[config.mk]
export PLATFORM = sky130hd
export DESIGN_NAME = uart_tx_top
export DESIGN_NICKNAME = d
export VERILOG_FILES = /design/src/rtl/uart_tx_top.sv
export SDC_FILE = /design/constraint.sdc
export NUM_CORES = 1
export LEC_CHECK = 0
export CORE_UTILIZATION = 40
export DETAILED_ROUTE_END_ITERATION = 7
export PLACE_DENSITY = 0.63
export SYNTH_ARGS = -nofsm -noshare
export SYNTH_HDL_FRONTEND = slang
export SYNTH_SLANG_ARGS = --single-unit
[constraint.sdc]
create_clock -name clk -period 4.5 [get_ports clk]
set_input_delay 0.45 -clock clk [delete_from_list [all_inputs] [get_ports clk]]
set_output_delay 0.45 -clock clk [all_outputs]
set_load 0.01 [all_outputs]
[src/rtl/uart_tx_top.sv]
// UART transmitter: baud divisor select plus 8N1 serial shift FSM.
// A byte loaded while idle is sent LSB first as start, 8 data, stop bits,
// each bit lasting exactly DIV clocks of the divisor latched at load time.
module uart_tx_top #(
  parameter int unsigned CLK_FREQ = 100_000_000,
  parameter int unsigned BAUD0    = 9600,
  parameter int unsigned BAUD1    = 19200,
  parameter int unsigned BAUD2    = 57600,
  parameter int unsigned BAUD3    = 115200
) (
  input  logic       clk,
  input  logic       rst,
  input  logic [1:0] baudsel,
  input  logic [7:0] d_in,
  input  logic       load,
  output logic       tx_out,
  output logic       tx_status
);

  // Rounded clocks-per-bit for each selectable rate.
  localparam int unsigned DIV0 = (CLK_FREQ + BAUD0 / 2) / BAUD0;
  localparam int unsigned DIV1 = (CLK_FREQ + BAUD1 / 2) / BAUD1;
  localparam int unsigned DIV2 = (CLK_FREQ + BAUD2 / 2) / BAUD2;
  localparam int unsigned DIV3 = (CLK_FREQ + BAUD3 / 2) / BAUD3;
  localparam int unsigned DMAX01 = (DIV0 > DIV1) ? DIV0 : DIV1;
  localparam int unsigned DMAX23 = (DIV2 > DIV3) ? DIV2 : DIV3;
  localparam int unsigned DMAX   = (DMAX01 > DMAX23) ? DMAX01 : DMAX23;
  localparam int unsigned CW     = $clog2(DMAX + 1);

  typedef enum logic [1:0] {
    IDLE  = 2'd0,
    START = 2'd1,
    DATA  = 2'd2,
    STOP  = 2'd3
  } state_e;

  state_e        state_q;
  logic [CW-1:0] cnt_q;
  logic [CW-1:0] div_q;
  logic [7:0]    shift_q;
  logic [2:0]    idx_q;
  logic [CW-1:0] div_sel_s;
  logic          bit_end_s;

  // Divisor chosen by baudsel; only consulted on the load edge.
  always_comb begin
    div_sel_s = CW'(DIV0);
    case (baudsel)
      2'b00:   div_sel_s = CW'(DIV0);
      2'b01:   div_sel_s = CW'(DIV1);
      2'b10:   div_sel_s = CW'(DIV2);
      2'b11:   div_sel_s = CW'(DIV3);
      default: div_sel_s = CW'(DIV0);
    endcase
  end

  // Last clock of the current bit period.
  always_comb begin
    bit_end_s = 1'b0;
    if (cnt_q == (div_q - CW'(1))) begin
      bit_end_s = 1'b1;
    end else begin
      bit_end_s = 1'b0;
    end
  end

  // Frame sequencer with registered line and busy outputs.
  always_ff @(posedge clk or negedge rst) begin
    if (!rst) begin
      state_q   <= IDLE;
      cnt_q     <= '0;
      div_q     <= '0;
      shift_q   <= 8'h00;
      idx_q     <= 3'd0;
      tx_out    <= 1'b1;
      tx_status <= 1'b0;
    end else begin
      case (state_q)
        IDLE: begin
          tx_out    <= 1'b1;
          tx_status <= 1'b0;
          if (load) begin
            state_q   <= START;
            shift_q   <= d_in;
            div_q     <= div_sel_s;
            cnt_q     <= '0;
            idx_q     <= 3'd0;
            tx_out    <= 1'b0;
            tx_status <= 1'b1;
          end
        end
        START: begin
          if (bit_end_s) begin
            cnt_q   <= '0;
            state_q <= DATA;
            tx_out  <= shift_q[0];
          end else begin
            cnt_q <= cnt_q + CW'(1);
          end
        end
        DATA: begin
          if (bit_end_s) begin
            cnt_q <= '0;
            if (idx_q == 3'd7) begin
              state_q <= STOP;
              tx_out  <= 1'b1;
            end else begin
              // Next data bit becomes the new LSB of the shifter.
              idx_q   <= idx_q + 3'd1;
              shift_q <= {1'b0, shift_q[7:1]};
              tx_out  <= shift_q[1];
            end
          end else begin
            cnt_q <= cnt_q + CW'(1);
          end
        end
        STOP: begin
          if (bit_end_s) begin
            cnt_q     <= '0;
            state_q   <= IDLE;
            tx_status <= 1'b0;
          end else begin
            cnt_q <= cnt_q + CW'(1);
          end
        end
        default: begin
          state_q   <= IDLE;
          cnt_q     <= '0;
          tx_out    <= 1'b1;
          tx_status <= 1'b0;
        end
      endcase
    end
  end

endmodule

==> run summary <==
===============================================================================================
Detailed placement HPWL                                                                3.661 mm
Average wire per cell in the routed design                                             15.29 um
Largest area contributor in the synthesized netlist                                sky130_fd_sc_hd__dfrtp_1
GRT Util Overall                                                                         17.76%
Unique cell type count in the Yosys netlist                                                  58
Count of endpoints failing setup in the final report                                          0
Antenna cell count                                                                            0
Count of pins over their slew limit                                                           0
Critical Path End Type                                                                flip-flop
Buffer levels on the longest clock path                                                       2
Port Buffers                                                                                 14
Starting density of the core                                                             42.19%
Area of the mapped netlist                                                         0.002527 mm2
Top cell type's share of synthesized area                                                36.63%
Max-slew headroom at the worst pin                                                       37.44%
Hold buffers post-CTS                                                                         0
# H-tree levels                                                                               2
Die ar.                                                                            0.006641 mm2
Setup total negative slack                                                                 0 ps
Final worst-path cycle share                                                             73.71%
Most frequent cells in the layout                                                  sky130_fd_sc_hd__dfrtp_1 (37), sky130_fd_sc_hd__nand2_1 (24), sky130_fd_sc_hd__nor3_1 (20), sky130_fd_sc_hd__clkdlybuf4s50_1 (13)
Startpoint types                                                                      flip-flop
Post-Synthesis Mean Instance Area                                                     9.191 um2
Clock Sink Count                                                                             38
Detailed-routing iteration count for the pre-antenna-repair pass                              4
Count of boundary I/O pins                                                                   15
Net count after synthesis                                                                   300
Worst-path cell with the longest stage delay                                       sky130_fd_sc_hd__a21oi_2
FMAX                                                                                 0.3015 GHz
Placeable core region                                                              0.005991 mm2
Worst endpoint data arrival time                                                        3500 ps
X dimension of the die                                                                 81.49 um
Largest fanout on the critical path                                                          24
Remaining number of nets flagged by the antenna check after routing                           0
Pin count of the biggest net entering global routing                                         39
Syn-to-layout area delta                                                                 8.663%
Yosys warning total                                                                           0
TritonCTS clock tree                                                                        yes
Sequential-to-total area share from yosys stat                                           37.67%
Number of synthesized flops with an enable pin                                                0
Post-CTS setup buffer count                                                                   0
Detailed-route wire length                                                             5.367 mm
Asr flop ratio synth                                                                     100.0%
Most common library cell in the layout ignoring fill and taps                      sky130_fd_sc_hd__dfrtp_1
Tot Pwr                                                                                1.833 mW
Avg Vias per Cell                                                                         5.803
Number of core rows                                                                          28
Unrepaired setup endpoints after global routing                                           false
Final core utilization                                                                   45.84%
Clk_skew                                                                               6.104 ps
Delay of the slowest cell on the worst path                                              770 ps
Top post-synthesis cells by area                                                   sky130_fd_sc_hd__dfrtp_1 (37%), sky130_fd_sc_hd__ha_1 (5.9%), sky130_fd_sc_hd__mux2_2 (4.0%)
Worst min path class                                                               input pin to async pin
Number of instances in the synthesized netlist                                              275
Power density over the cells                                                       667.6 mW/mm2
Via count of the first global-routing pass                                                 1927
Most used flip-flop cell after synthesis                                           sky130_fd_sc_hd__dfrtp_1
Category of the most critical setup path                                           flip-flop to flip-flop
Via Count                                                                                  2037
Post-CTS resize count                                                                         0
Run status                                                                         finished, final reports clean
Clock latency on the worst-skew pair                                                     290 ps
Grt total ovfl                                                                                0
Cell chain of the critical path                                                    inv_1 > ha_1 > or4b_1 > o21ai_0 > o311ai_0 > and4b_1 > a21oi_2 > nand2_1 > o311ai_1
Final weighted congestion of routability-driven global placement                         0.8953
Maximum ir drop on the vdd rail                                                       0.4020 mV
Post-place instance area                                                           0.002638 mm2
Non-Filler Cell Area, Final                                                        0.002746 mm2
Number of nets in the layout                                                                300
Number of max-cap violations                                                                  0
CTS Root Buffer Type                                                               sky130_fd_sc_hd__clkbuf_8
Antenna violations before repair                                                              0
Num CTS Buffers                                                                               5
Ratio of cells with drive above 1 in the final layout                                    9.783%
Drt drc                                                                                       0
Time the worst path needs with I/O delays and setup                                     3317 ps
Final Hold Violating Endpoints                                                                0
Register bit count reported by yosys                                                         38
Required arrival time at the worst endpoint                                             4690 ps
Clock input transition at the sequential cells of the worst setup and hold paths          80 ps
Initial DRC Count                                                                           126
Hold Worst Slack                                                                       265.4 ps
Die Y                                                                                  81.49 um
Actual transition at the worst max-transition pin                                      938.3 ps
Static Leak                                                                            1.123 nW
Global-route wire length before repair                                                 9.135 mm
===============================================================================================
flip-flops by register name, summed over array words and instances, names as in the netlist:
signal	flops
shift_q	8
state_q	2
idx_q	3
tx_status	1
div_q	9
tx_out	1
cnt_q	14
worst max-delay path: cells and delay by family (launching register included):
kind / cells / cell delay, ps
AO/OA/AOI/OAI: 4 / 1370
adder cells (fa/ha/maj): 1 / 200
flip-flops: 1 / 520
AND/OR/NAND/NOR: 3 / 980
buffers and inverters: 1 / 140
per-layer routing:
metal  GRT usage [%]  vias up  part of all wire, %
met2           28.75       53                   44
met3           3.111        9                  3.7
li1                -     1028                    -
met1           24.43      947                   51
met5               0        -                    0
met4           4.464        0                  1.2
where the power goes:
| group | total (mW) | switching [mW] | internal [mW] | leakage [nW] |
|---|---|---|---|---|
| Combinational | 0.874 | 0.471 | 0.402 | 0.594 |
| Sequential | 0.664 | 0.185 | 0.479 | 0.472 |
| Clock | 0.295 | 0.132 | 0.163 | 0.0579 |
| Total | 1.83 | 0.788 | 1.05 | 1.12 |
cell families (layout without fill, tap and decap cells):
group / after synthesis / in the layout / share of synthesized area [%]
compound gates: 75 / 75 / 21.34
xor+xnor: 11 / 11 / 3.812
fa+ha+maj: 12 / 12 / 5.940
buf+inv: 32 / 33 / 6.336
flops: 38 / 38 / 37.67
mux: 10 / 10 / 4.406
simple gates: 97 / 97 / 20.50
per-stage QoR:
stage	setup WS, ps	cells
detailed placement	1224	343
CTS	1174	351
floorplan	1936	275
finish	1183	351
global route	875.8	351
global placement	1298	343
synthesized netlist by cell type (6+ instances only):
cell type / n
sky130_fd_sc_hd__o22ai_1: 9
sky130_fd_sc_hd__a21oi_1: 12
sky130_fd_sc_hd__dfrtp_1: 37
sky130_fd_sc_hd__nand2_1: 24
sky130_fd_sc_hd__nor3_1: 20
sky130_fd_sc_hd__xnor2_1: 7
sky130_fd_sc_hd__o21ai_0: 8
sky130_fd_sc_hd__a211oi_1: 6
sky130_fd_sc_hd__nand3_1: 7
sky130_fd_sc_hd__a31oi_1: 10
sky130_fd_sc_hd__mux2_2: 9
sky130_fd_sc_hd__clkbuf_1: 11
sky130_fd_sc_hd__nor2_1: 8
sky130_fd_sc_hd__inv_1: 10
sky130_fd_sc_hd__nor4_1: 7
sky130_fd_sc_hd__ha_1: 12
sky130_fd_sc_hd__and3_1: 7
final cells by class:
| cell class | instances | area, um2 |
|---|---|---|
| multi-input combinational | 205 | 1415 |
| fill | 575 | 3244 |
| sequential | 38 | 952.2 |
| timing repair buffer | 14 | 135.1 |
| tap | 75 | 93.84 |
| inverter | 11 | 41.29 |
| clock inverter | 3 | 40.04 |
| clock buffer | 5 | 68.82 |
worst paths after layout:
kind | startpoint | to | slack [ps] | cells past startpoint
worst min register to register | idx_q[2] | idx_q[2] | 550 | 2
worst max-delay path | div_q[11] | cnt_q[7] | 1180 | 9
max in group asynchronous | rst | cnt_q[3] | 3690 | 1
min in group clk | idx_q[2] | idx_q[2] | 550 | 2
worst min-delay path | rst | div_q[8] | 270 | 1
worst max register to register | div_q[11] | cnt_q[7] | 1180 | 9
(Power assumes the default switching activity.)
